$ cat src/rtl/led_breathe.sv
// led_breathe: turns the square-wave blink level into a "breathing" PWM drive
// for the board LED. The duty value ramps up/down one LSB per STEP_DIV clocks,
// and the PWM compare value is shadowed so it only changes at a period start.
//
// Optional build macro LED_BREATHE_GAMMA_EN: when defined, the applied PWM duty
// is the quadratic perceptual curve ((duty+1)*duty) >> PWM_BITS; otherwise the
// ramp value is applied linearly. duty_o always reports the pre-gamma ramp.
//
// state | meaning
// ------+-----------------------------------------------------------
// OFF   | LED target off, duty held at 0, waiting for blink_i = 1
// RISE  | ramping duty up one step per prescaler tick toward MAX
// ON    | LED target full on, duty held at MAX, waiting for blink_i = 0
// FALL  | ramping duty down one step per prescaler tick toward 0

module led_breathe #(
    parameter int PWM_BITS = 8,
    parameter int STEP_DIV = 32768
) (
    input  logic                clk_i,
    input  logic                rst_ni,
    input  logic                en_i,
    input  logic                blink_i,
    output logic                led_o,
    output logic [PWM_BITS-1:0] duty_o,
    output logic                busy_o
);

    localparam int              PRE_W    = (STEP_DIV > 2) ? $clog2(STEP_DIV) : 1;
    localparam logic [PRE_W-1:0] PRE_LAST = PRE_W'(STEP_DIV - 1);
    localparam logic [PWM_BITS-1:0] DUTY_MAX = '1;
    localparam logic [PWM_BITS-1:0] PWM_LAST = DUTY_MAX - 1'b1;

    typedef enum logic [1:0] {
        ST_OFF  = 2'd0,
        ST_RISE = 2'd1,
        ST_ON   = 2'd2,
        ST_FALL = 2'd3
    } state_t;

    state_t              state_q, state_nx;
    logic [PWM_BITS-1:0] duty_q, duty_nx;
    logic [PRE_W-1:0]    presc_q, presc_nx;
    logic                tick;
    logic [PWM_BITS-1:0] pwm_cnt_q;
    logic [PWM_BITS-1:0] applied_q, applied_nx;
    logic [PWM_BITS-1:0] gamma_duty;
    logic                led_q;

`ifdef LED_BREATHE_GAMMA_EN
    logic [2*PWM_BITS-1:0] duty_wide;
    logic [2*PWM_BITS-1:0] gamma_prod;

    assign duty_wide  = {{PWM_BITS{1'b0}}, duty_q};
    assign gamma_prod = (duty_wide + 1'b1) * duty_wide;
    assign gamma_duty = gamma_prod[2*PWM_BITS-1:PWM_BITS];
`else
    assign gamma_duty = duty_q;
`endif

    // ramp sequencing: next state, next duty and step prescaler; all frozen while disabled
    always_comb begin
        state_nx = state_q;
        duty_nx  = duty_q;
        presc_nx = presc_q;
        tick     = (presc_q == PRE_LAST);
        if (en_i) begin
            case (state_q)
                ST_OFF: begin
                    if (blink_i) state_nx = ST_RISE;
                end
                ST_RISE: begin
                    if (!blink_i) begin
                        state_nx = ST_FALL;
                    end else if (duty_q == DUTY_MAX) begin
                        state_nx = ST_ON;
                    end else if (tick) begin
                        duty_nx = duty_q + 1'b1;
                        if (duty_q == DUTY_MAX - 1'b1) state_nx = ST_ON;
                    end
                end
                ST_ON: begin
                    if (!blink_i) state_nx = ST_FALL;
                end
                ST_FALL: begin
                    if (blink_i) begin
                        state_nx = ST_RISE;
                    end else if (duty_q == '0) begin
                        state_nx = ST_OFF;
                    end else if (tick) begin
                        duty_nx = duty_q - 1'b1;
                        if (duty_q == {{(PWM_BITS-1){1'b0}}, 1'b1}) state_nx = ST_OFF;
                    end
                end
                default: state_nx = ST_OFF;
            endcase
            // prescaler restarts on every state change so a reversal never steps early
            if ((state_nx != state_q) || !((state_q == ST_RISE) || (state_q == ST_FALL))) begin
                presc_nx = '0;
            end else if (tick) begin
                presc_nx = '0;
            end else begin
                presc_nx = presc_q + 1'b1;
            end
        end
    end

    // compare value for this clock: a new period picks up the fresh duty, otherwise the shadow
    always_comb begin
        applied_nx = applied_q;
        if (pwm_cnt_q == '0) applied_nx = gamma_duty;
    end

    // ramp state registers
    always_ff @(posedge clk_i or negedge rst_ni) begin
        if (!rst_ni) begin
            state_q <= ST_OFF;
            duty_q  <= '0;
            presc_q <= '0;
        end else begin
            state_q <= state_nx;
            duty_q  <= duty_nx;
            presc_q <= presc_nx;
        end
    end

    // free-running PWM counter, duty shadow and registered LED drive
    always_ff @(posedge clk_i or negedge rst_ni) begin
        if (!rst_ni) begin
            pwm_cnt_q <= '0;
            applied_q <= '0;
            led_q     <= 1'b0;
        end else begin
            pwm_cnt_q <= (pwm_cnt_q == PWM_LAST) ? '0 : pwm_cnt_q + 1'b1;
            applied_q <= applied_nx;
            led_q     <= en_i & (pwm_cnt_q < applied_nx);
        end
    end

    assign led_o  = led_q;
    assign duty_o = duty_q;
    assign busy_o = (state_q == ST_RISE) || (state_q == ST_FALL);

endmodule

$ cat config.mk
export PLATFORM = sky130hd
export DESIGN_NAME = led_breathe
export DESIGN_NICKNAME = d
export VERILOG_FILES = /design/src/rtl/led_breathe.sv
export SDC_FILE = /design/constraint.sdc
export NUM_CORES = 1
export LEC_CHECK = 0
export CORE_MARGIN = 2
export CORE_UTILIZATION = 45
export CTS_CLUSTER_DIAMETER = 50
export DETAILED_ROUTE_END_ITERATION = 10
export HOLD_SLACK_MARGIN = 0.08
export SKIP_CTS_REPAIR_TIMING = 1
export SLEW_MARGIN = 10
export SYNTH_ARGS = -nofsm -noshare
export SYNTH_HDL_FRONTEND = slang
export SYNTH_SLANG_ARGS = --single-unit
$ cat constraint.sdc
create_clock -name clk_i -period 3.25 [get_ports clk_i]
set_input_delay 0.4875 -clock clk_i [delete_from_list [all_inputs] [get_ports clk_i]]
set_output_delay 0.4875 -clock clk_i [all_outputs]
set_load 0.02 [all_outputs]
==> flow_metrics.env, run 1 <==
export IMPL_run_status="completed"
export IMPL_buffer_ports_inserted=13
export IMPL_drt_vias_per_instance=5.39
export IMPL_post_synth_instance_area_um2=2610
export IMPL_p_comb_share_pct=18.5
export IMPL_synth_cells=268
export IMPL_initialDrtViolationCount=90
export IMPL_grt_util_met3_pct=3.03
export IMPL_synth_top_family_by_area="simple AND/OR/NAND/NOR gates"
export IMPL_synthSimpleGateAreaFrac_pct=20.9
export IMPL_drt_wirelength_per_cell_um=14.6
export IMPL_flops_latches_synth=42
export IMPL_tritoncts_num_sinks=42
export IMPL_detailroute_via_count=1903
export IMPL_synth_adder_area_share_pct=7.68
export IMPL_grt_ovfl_total=0
export IMPL_cts_path_max_buffers=2
export IMPL_synth_warnings=0
export IMPL_initial_core_util_pct=47.0
export IMPL_p_clk_share_pct=30.7
export IMPL_power_frac_seq_pct=50.8
export IMPL_detail_route_wirelength_um=5150
export IMPL_critical_path_at_ns=2.86
export IMPL_category_of_the_worst_setup_path_launch_point="flop"
export IMPL_synth_xor_area_share_pct=4.37
export IMPL_fin_nets=300
export IMPL_power_leakage_nw=1.31
export IMPL_internal_dissipation_uw=799
export IMPL_dp_slack_ns=0.603
export IMPL_switching_power_summed_over_all_nets_uw=356
export IMPL_sequential_fraction_of_the_synthesis_area_pct=40.3
export IMPL_crit_path_cell_trace="inv_1 -> ha_1 -> nand3_1 -> mux2_2 -> inv_1 -> ha_1 -> a21o_1 -> a21o_1 -> a211o_1 -> or3_1 -> o22ai_1"
export IMPL_timing_critical_path_max_delay_family="compound AO/OA/AOI/OAI gates"
export IMPL_placeableCoreArea_um2=5540
export IMPL_worst_path_buf_inv=2
export IMPL_ioPinCount=14
export IMPL_drc=0
export IMPL_drive_above_1_share_pct=12.1
export IMPL_cpMaxStageDelayCell="sky130_fd_sc_hd__dfrtp_1"
export IMPL_clk_insertion_delay_late_ns=0.29
export IMPL_via_count_of_the_first_global_routing_pass=1900
export IMPL_critPathRequiredTime_ns=3.47
export IMPL_synth_distinct_cells=53
export IMPL_area_growth_synth_to_final_pct=9.22
export IMPL_async_reset_ff_share_pct=100
export IMPL_cts_root_buf="sky130_fd_sc_hd__clkbuf_8"
export IMPL_max_freq_ghz=0.378
export IMPL_tritoncts="built"
export IMPL_final_common_cell="sky130_fd_sc_hd__dfrtp_1"
export IMPL_numCtsBuffers=5
export IMPL_share_of_synthesized_area_spent_on_multiplexers_pct=3.98
export IMPL_h_tree_depth=2
export IMPL_yosys_most_used_dff="sky130_fd_sc_hd__dfrtp_1"
export IMPL_dp_hpwl_um=3650
export IMPL_synth_enable_flop_cells=0
export IMPL_cp_max_fo=7
export IMPL_worst_slew_pin_transition_ns=0.939
export IMPL_synthesized_area_per_cell_um2=9.72
export IMPL_vdd_drop_max_mv=0.233
export IMPL_chipWidth_um=80.1
export IMPL_endpoint_kind="flop"
export IMPL_die_h_um=80.1
export IMPL_gp_routability_congestion=0.748
export IMPL_final_setup_worst_slack_ns=0.606
export IMPL_largest_net_degree_at_the_start_of_global_routing=43
export IMPL_grt_pass1_wl_um=9050
export IMPL_min_delay_path_class="input pin to async pin"
export IMPL_grtUsageMet1_pct=24.8
export IMPL_timing_hold_violations_final=0
export IMPL_finalCriticalPeriod_ns=2.64
export IMPL_post_route_antenna_net_violation_count=0
export IMPL_min_period_over_period_pct=81.4
export IMPL_power_switching_share_pct=30.8
export IMPL_antenna_diodes=0
export IMPL_final_max_slew_violation_count=0
export IMPL_mostFrequentLayoutCells="sky130_fd_sc_hd__dfrtp_1, sky130_fd_sc_hd__nor2_1, sky130_fd_sc_hd__nand2_1"
export IMPL_rsz0062_at_grt="false"
export IMPL_mappedNetlistNets=288
export IMPL_count_of_standard_cell_rows=27
export IMPL_worst_setup_hold_path_clk_slew_ns=0.08
export IMPL_setup_skew_after_layout_ns=0.00551
export IMPL_global_route_usage_total_pct=18.0
export IMPL_maxCapViolCount=0
export IMPL_groute_layer_met2_usage_pct=28.7
export IMPL_antenna_found_initial=0
export IMPL_fill_cell_total_of_the_finished_layout=545
export IMPL_slew_limit_headroom_pct=37.4
export IMPL_die_area_um2=6420
export IMPL_setup_viol=0
export IMPL_tns_ns=0
export IMPL_synth_compound_area_share_pct=16.7
export IMPL_drt_pre_antenna_iters=6
export IMPL_cp_slowest_stage_delay_ns=0.45
export IMPL_crit_type="flop to flop"
export IMPL_global_route_peak_usage_layer="met2"
export IMPL_power_density_nw_per_um2=406
## state kept, by name (all words and copies together) (netlist names)
| name | count |
|---|---|
| applied_q | 8 |
| duty_o | 8 |
| led_o | 1 |
| presc_q | 15 |
| pwm_cnt_q | 8 |
| state_q | 2 |
## power groups by stage
stage,registers (mW),clock network [mW],logic [mW]
after CTS,0.586,0.375,0.217
after floorplan,0.563,0,0.214
after global routing,0.592,0.387,0.242
after global placement,0.597,0,0.218
final,0.587,0.355,0.214
after detailed placement,0.597,0,0.216
## area by class of cell
class / count / area, um2 / share of cell area, %
tap: 72 / 90.1 / 3.16
clock inverter: 2 / 12.5 / 0.440
multi-input combinational: 198 / 1400 / 49.1
inverter: 17 / 63.8 / 2.24
clock buffer: 6 / 82.6 / 2.90
timing repair buffer: 16 / 148 / 5.19
sequential: 42 / 1050 / 36.9
## cells by family (layout without fill, tap and decap cells)
family                   count (synthesis)  after routing
AO/OA/AOI/OAI                           61             61
adder cells (fa/ha/maj)                 16             16
flip-flops                              42             42
XOR/XNOR                                13             13
buffers and inverters                   28             41
multiplexers                            10             10
AND/OR/NAND/NOR                         98             98
## cell usage after synthesis, drive strengths merged, types with 4 or more instances
library cell	number	area [um2]
a31oi	4	25.0
o21ai	11	55.1
xor2	10	87.6
a21o	8	61.3
nand4	8	65.1
buf	4	35.0
mux2i	7	70.1
nor2	23	86.3
ha	16	200
clkbuf	7	57.6
dfrtp	42	1050
inv	17	63.8
a31o	4	35.0
o31ai	5	37.5
nand3	13	77.6
nor2b	5	31.3
a21oi	12	60.1
o2bb2ai	4	35.0
nor4	6	52.6
nor3	11	65.1
nand2	19	73.8
## metal layers
layer  up-vias  routed length (um)
met2        16                2320
li1        986                   -
met1       896                2660
met4         0                  61
met5         -                   0
met3         5                 100
## metrics by stage
stage / utilization (%) / hold WS (ns) / instance area (um2) / power, mW / cells
4_1_cts: 51.4 / 0.367 / 2850 / 1.18 / 353
2_1_floorplan: - / 0.192 / 2610 / 0.777 / 268
3_3_place_gp: 49.7 / 0.469 / 2750 / 0.815 / 345
6_report: 51.4 / 0.321 / 2850 / 1.16 / 353
3_5_place_dp: 49.7 / 0.481 / 2750 / 0.813 / 345
5_1_grt: 51.4 / 0.423 / 2850 / 1.22 / 353
## worst paths after layout
path / from / to / slack [ns] / cells after the start
max in group asynchronous: rst_ni / duty_o[1] / 2.33 / 1
max: pwm_cnt_q[0] / led_o / 0.61 / 11
max reg2reg: pwm_cnt_q[0] / led_o / 0.61 / 11
min in group clk_i: applied_q[4] / applied_q[4] / 0.49 / 2
min: rst_ni / duty_o[0] / 0.32 / 1
min reg2reg: applied_q[4] / applied_q[4] / 0.49 / 2
Power figures use the tool's default switching activity.
==> run 2: changes to the inputs <==
- clock period: 3.25 -> 2.62 ns (I/O delays scaled with it)
==> flow_metrics.env, run 2 (synthesis gave the netlist of run 1 again) <==
export IMPL_min_delay_path_class="input pin to async pin"
export IMPL_worst_slew_pin_transition_ns=0.955
export IMPL_min_period_over_period_pct=98.3
export IMPL_critical_path_at_ns=2.79
export IMPL_cp_slowest_stage_delay_ns=0.40
export IMPL_grt_pass1_wl_um=9290
export IMPL_numCtsBuffers=5
export IMPL_detailroute_via_count=2048
export IMPL_vdd_drop_max_mv=0.240
export IMPL_buffer_ports_inserted=13
export IMPL_area_growth_synth_to_final_pct=13.4
export IMPL_grt_ovfl_total=0
export IMPL_detail_route_wirelength_um=5380
export IMPL_final_max_slew_violation_count=0
export IMPL_power_switching_share_pct=30.4
export IMPL_fin_nets=311
export IMPL_drt_wirelength_per_cell_um=14.8
export IMPL_switching_power_summed_over_all_nets_uw=436
export IMPL_initialDrtViolationCount=81
export IMPL_drt_vias_per_instance=5.63
export IMPL_crit_type="flop to flop"
export IMPL_max_freq_ghz=0.388
export IMPL_antenna_found_initial=0
export IMPL_category_of_the_worst_setup_path_launch_point="flop"
export IMPL_count_of_standard_cell_rows=27
export IMPL_ioPinCount=14
export IMPL_chipWidth_um=80.1
export IMPL_cp_max_fo=2
export IMPL_worst_hold_margin_ns=0.244
export IMPL_clk_insertion_delay_late_ns=0.29
export IMPL_drt_pre_antenna_iters=4
export IMPL_die_h_um=80.1
export IMPL_setup_skew_after_layout_ns=0.00522
export IMPL_cts_root_buf="sky130_fd_sc_hd__clkbuf_8"
export IMPL_worst_setup_hold_path_clk_slew_ns=0.08
export IMPL_final_common_cell="sky130_fd_sc_hd__dfrtp_1"
export IMPL_setup_viol=0
export IMPL_largest_net_degree_at_the_start_of_global_routing=43
export IMPL_crit_top_cell="sky130_fd_sc_hd__a21o_1"
export IMPL_cpMaxStageDelayCell="sky130_fd_sc_hd__dfrtp_1"
export IMPL_final_cells=364
export IMPL_internal_dissipation_uw=997
export IMPL_global_route_usage_total_pct=18.7
export IMPL_gp_routability_congestion=0.848
export IMPL_dp_hpwl_um=3880
export IMPL_power_density_nw_per_um2=485
export IMPL_post_place_cells=356
export IMPL_p_comb_share_pct=18.9
export IMPL_largest_register="presc_q"
export IMPL_max_ffs_per_register=15
export IMPL_timing_hold_violations_final=0
export IMPL_mostFrequentLayoutCells="sky130_fd_sc_hd__dfrtp_1, sky130_fd_sc_hd__nor2_1, sky130_fd_sc_hd__nand2_1"
export IMPL_finish_utilization_pct=53.4
export IMPL_slew_limit_headroom_pct=36.4
export IMPL_power_frac_seq_pct=50.5
export IMPL_rsz0062_at_grt="true"
export IMPL_endpoint_kind="flop"
export IMPL_critPathRequiredTime_ns=2.84
export IMPL_drive_above_1_share_pct=16.4
export IMPL_antenna_diodes=0
export IMPL_finalCriticalPeriod_ns=2.58
export IMPL_crit_path_cell_trace="nor4_2 -> nand3_2 -> mux2_4 -> inv_2 -> ha_4 -> a21o_1 -> a21o_1 -> a211o_1 -> or3_1 -> o22ai_1"
export IMPL_tns_ns=0
export IMPL_initial_core_util_pct=47.0
export IMPL_tritoncts_num_sinks=42
export IMPL_post_route_antenna_net_violation_count=0
export IMPL_drc=0
export IMPL_placeableCoreArea_um2=5540
export IMPL_via_count_of_the_first_global_routing_pass=1990
export IMPL_die_area_um2=6420
export IMPL_power_leakage_nw=1.37
export IMPL_run_status="completed"
export IMPL_h_tree_depth=2
export IMPL_tritoncts="built"
export IMPL_dp_slack_ns=0.0389
export IMPL_final_setup_worst_slack_ns=0.0443
export IMPL_p_clk_share_pct=30.5
export IMPL_maxCapViolCount=0
export IMPL_cts_path_max_buffers=2
==> run 2: cell type report <==
type | instances | area [um2]
Fill cell | 523 | 2580
Multi-Input combinational cell | 198 | 1430
Sequential cell | 42 | 1050
Clock buffer | 7 | 86.3
Clock inverter | 1 | 5.00
Tap cell | 72 | 90.1
Timing Repair Buffer | 27 | 234
Inverter | 17 | 63.8
==> run 2: worst paths after layout <==
kind / depth (start not counted) / slack [ns] / end / start
min in group clk_i: 2 / 0.49 / applied_q[1] / applied_q[1]
setup / recovery: 10 / 0.04 / led_o / pwm_cnt_q[7]
setup reg to reg: 10 / 0.04 / led_o / pwm_cnt_q[7]
max in group asynchronous: 1 / 1.79 / presc_q[7] / rst_ni
hold reg to reg: 2 / 0.49 / applied_q[1] / applied_q[1]
hold / removal: 1 / 0.24 / pwm_cnt_q[1] / rst_ni
==> run 2: power by group through the flow <==
stage,sequential (mW),combinational [mW],clock (mW)
final,0.725,0.272,0.438
after global routing,0.732,0.306,0.479
after CTS,0.725,0.274,0.455
after detailed placement,0.738,0.273,0
after global placement,0.738,0.274,0
after floorplan,0.699,0.265,0
==> run 2: layer usage <==
layer | part of all wire, % | vias up | wire, um | GRT usage, %
met5 | 0 | - | 0 | 0
met4 | 1.1 | 0 | 57 | 7.29
met3 | 3.0 | 6 | 161 | 4.04
met2 | 45 | 37 | 2420 | 28.8
met1 | 51 | 998 | 2740 | 25.5
li1 | - | 1007 | - | -
==> run 2: per-stage QoR <==
stage	instance area (um2)	total power, mW
final	2960	1.43
after detailed placement	2850	1.01
after global routing	2960	1.52
after global placement	2850	1.01
after floorplan	2620	0.964
after CTS	2940	1.45
==> run 2: critical path: cells and delay by family (launching register included) <==
kind	cells	cell delay, ns
multiplexers	1	0.34
buffers and inverters	1	0.07
flip-flops	1	0.40
AO/OA/AOI/OAI	4	0.73
AND/OR/NAND/NOR	3	0.78
adder cells (fa/ha/maj)	1	0.19
==> run 3: changes to the inputs <==
- CORE_ASPECT_RATIO: default -> 2
- CORE_MARGIN: 2 -> 1
==> flow_metrics.env, run 3 (synthesis gave the netlist of run 1 again) <==
export IMPL_largest_net_degree_at_the_start_of_global_routing=43
export IMPL_ff2ff_setup_slack_ns=0.11
export IMPL_antenna_found_initial=0
export IMPL_tritoncts="built"
export IMPL_worst_path_buf_inv=1
export IMPL_power_frac_seq_pct=47.8
export IMPL_final_max_slew_violation_count=0
export IMPL_cpMaxStageDelayCell="sky130_fd_sc_hd__dfrtp_1"
export IMPL_placeableCoreArea_um2=5520
export IMPL_crit_path_cell_trace="nor4_2 -> nand3_2 -> mux2_4 -> inv_2 -> ha_4 -> a21o_1 -> a21o_1 -> a211o_1 -> or3_1 -> o22ai_1"
export IMPL_vdd_drop_max_mv=0.416
export IMPL_setup_viol=0
export IMPL_finalCriticalPeriod_ns=2.51
export IMPL_category_of_the_worst_setup_path_launch_point="flop"
export IMPL_drive_above_1_share_pct=17.6
export IMPL_switching_power_summed_over_all_nets_uw=456
export IMPL_cp_slowest_stage_delay_ns=0.39
export IMPL_postLayoutCellArea_um2=2990
export IMPL_numCtsBuffers=5
export IMPL_initial_core_util_pct=47.3
export IMPL_worst_setup_hold_path_clk_slew_ns=0.08
export IMPL_h_tree_depth=2
export IMPL_global_route_usage_total_pct=20.8
export IMPL_ioPinCount=14
export IMPL_drt_wirelength_per_cell_um=16.3
export IMPL_dp_slack_ns=0.0943
export IMPL_crit_type="flop to flop"
export IMPL_worst_slew_pin_transition_ns=0.561
export IMPL_power_leakage_nw=1.40
export IMPL_initialDrtViolationCount=48
export IMPL_r2r_worst_path_cells=10
export IMPL_largest_register="presc_q"
export IMPL_power_density_nw_per_um2=510
export IMPL_internal_dissipation_mw=1.07
export IMPL_critical_path_reg2reg_endpoint="led_o"
export IMPL_min_period_over_period_pct=96.0
export IMPL_fill_cell_total_of_the_finished_layout=519
export IMPL_critical_path_reg2reg_startpoint="pwm_cnt_q[7]"
export IMPL_final_common_cell="sky130_fd_sc_hd__dfrtp_1"
export IMPL_postPlaceCellArea_um2=2860
export IMPL_critPathRequiredTime_ns=2.84
export IMPL_p_comb_share_pct=18.2
export IMPL_crit_top_cell="sky130_fd_sc_hd__a21o_1"
export IMPL_dp_hpwl_um=4290
export IMPL_drt_vias_per_instance=5.73
export IMPL_die_area_um2=6120
export IMPL_die_h_um=110
export IMPL_critical_path_at_ns=2.73
export IMPL_grt_ovfl_total=0
export IMPL_max_freq_ghz=0.398
export IMPL_cts_root_buf="sky130_fd_sc_hd__clkbuf_8"
export IMPL_run_status="completed"
export IMPL_clk_insertion_delay_late_ns=0.30
export IMPL_via_count_of_the_first_global_routing_pass=2112
export IMPL_fin_nets=315
export IMPL_tritoncts_num_sinks=42
export IMPL_p_clk_share_pct=34.0
export IMPL_timing_critical_path_max_delay_family="compound AO/OA/AOI/OAI gates"
export IMPL_buffer_ports_inserted=13
export IMPL_area_growth_synth_to_final_pct=14.6
export IMPL_endpoint_kind="flop"
export IMPL_post_route_antenna_net_violation_count=0
export IMPL_detailroute_via_count=2040
export IMPL_max_ffs_per_register=15
export IMPL_drc=0
export IMPL_cp_max_fo=2
export IMPL_final_setup_worst_slack_ns=0.106
export IMPL_slew_limit_headroom_pct=62.6
export IMPL_grt_pass1_wl_um=9900
export IMPL_drt_pre_antenna_iters=4
export IMPL_mostFrequentLayoutCells="sky130_fd_sc_hd__dfrtp_1, sky130_fd_sc_hd__nor2_1, sky130_fd_sc_hd__nand2_1, sky130_fd_sc_hd__buf_4, sky130_fd_sc_hd__inv_1"
export IMPL_setup_skew_after_layout_ns=0.00664
export IMPL_gp_routability_congestion=0.858
export IMPL_maxCapViolCount=0
export IMPL_rsz0062_at_grt="true"
export IMPL_count_of_standard_cell_rows=38
export IMPL_chipWidth_um=55.8
export IMPL_timing_hold_violations_final=0
export IMPL_cts_path_max_buffers=2
export IMPL_antenna_diodes=0
export IMPL_min_delay_path_class="input pin to async pin"
export IMPL_power_switching_share_pct=30.0
export IMPL_detail_route_wirelength_um=5800
run 3: cell types whose count changed in the layout (fill, tap and decap cells not counted), sizes merged:
cell,before,now
buf,15,19
clkinvlp,0,1
clkbuf,7,6
clkinv,1,0
bufinv,0,1
run 3: worst max-delay path by stage:
stage | cells after the start | from | endpoint
2_1_floorplan | 10 | pwm_cnt_q[6] | led_o
3_3_place_gp | 10 | pwm_cnt_q[6] | led_o
3_5_place_dp | 10 | pwm_cnt_q[6] | led_o
4_1_cts | 10 | pwm_cnt_q[6] | led_o
5_1_grt | 10 | pwm_cnt_q[7] | led_o
6_report | 10 | pwm_cnt_q[7] | led_o
run 3: worst reg2reg max path, cell delays in order, from the launching register on:
cell                      delay [ns]
sky130_fd_sc_hd__dfrtp_1        0.39
sky130_fd_sc_hd__nor4_2         0.29
sky130_fd_sc_hd__nand3_2        0.14
sky130_fd_sc_hd__mux2_4         0.33
sky130_fd_sc_hd__inv_2          0.06
sky130_fd_sc_hd__ha_4           0.19
sky130_fd_sc_hd__a21o_1         0.15
sky130_fd_sc_hd__a21o_1         0.17
sky130_fd_sc_hd__a211o_1        0.26
sky130_fd_sc_hd__or3_1          0.30
sky130_fd_sc_hd__o22ai_1        0.17
run 3: metrics by stage:
| step | TNS, ns | power (mW) | utilization, % | hold slack [ns] | cells |
|---|---|---|---|---|---|
| final | 0 | 1.52 | 54.2 | 0.159 | 356 |
| after global routing | -0.0337 | 1.59 | 54.2 | 0.206 | 356 |
| after CTS | 0 | 1.54 | 53.9 | 0.176 | 356 |
| after detailed placement | 0 | 1.02 | 51.9 | 0.484 | 348 |
| after global placement | 0 | 1.02 | 51.9 | 0.468 | 348 |
| after floorplan | 0 | 0.964 | - | 0.0974 | 268 |
run 3: area by class of cell:
| class | instances | area (um2) | share of cell area, % |
|---|---|---|---|
| sequential | 42 | 1050 | 35.2 |
| clock buffer | 6 | 72.6 | 2.43 |
| clock inverter | 2 | 37.5 | 1.26 |
| timing repair buffer | 31 | 260 | 8.71 |
| tap | 60 | 75.1 | 2.51 |
| multi-input combinational | 198 | 1430 | 47.8 |
| inverter | 17 | 63.8 | 2.14 |
run 3: power by group through the flow:
| stage | Sequential (mW) | Clock (mW) | Combinational [mW] |
|---|---|---|---|
| global placement | 0.741 | 0 | 0.277 |
| global route | 0.734 | 0.556 | 0.305 |
| finish | 0.728 | 0.517 | 0.278 |
| floorplan | 0.699 | 0 | 0.265 |
| CTS | 0.728 | 0.537 | 0.279 |
| detailed placement | 0.742 | 0 | 0.278 |
run 3: metal layers:
layer	vias up	share of wire, %	GRT usage, %
met2	22	55	41.0
met4	0	1.6	6.97
met3	8	1.8	2.59
li1	1012	-	-
met1	998	42	22.6
met5	-	0	0
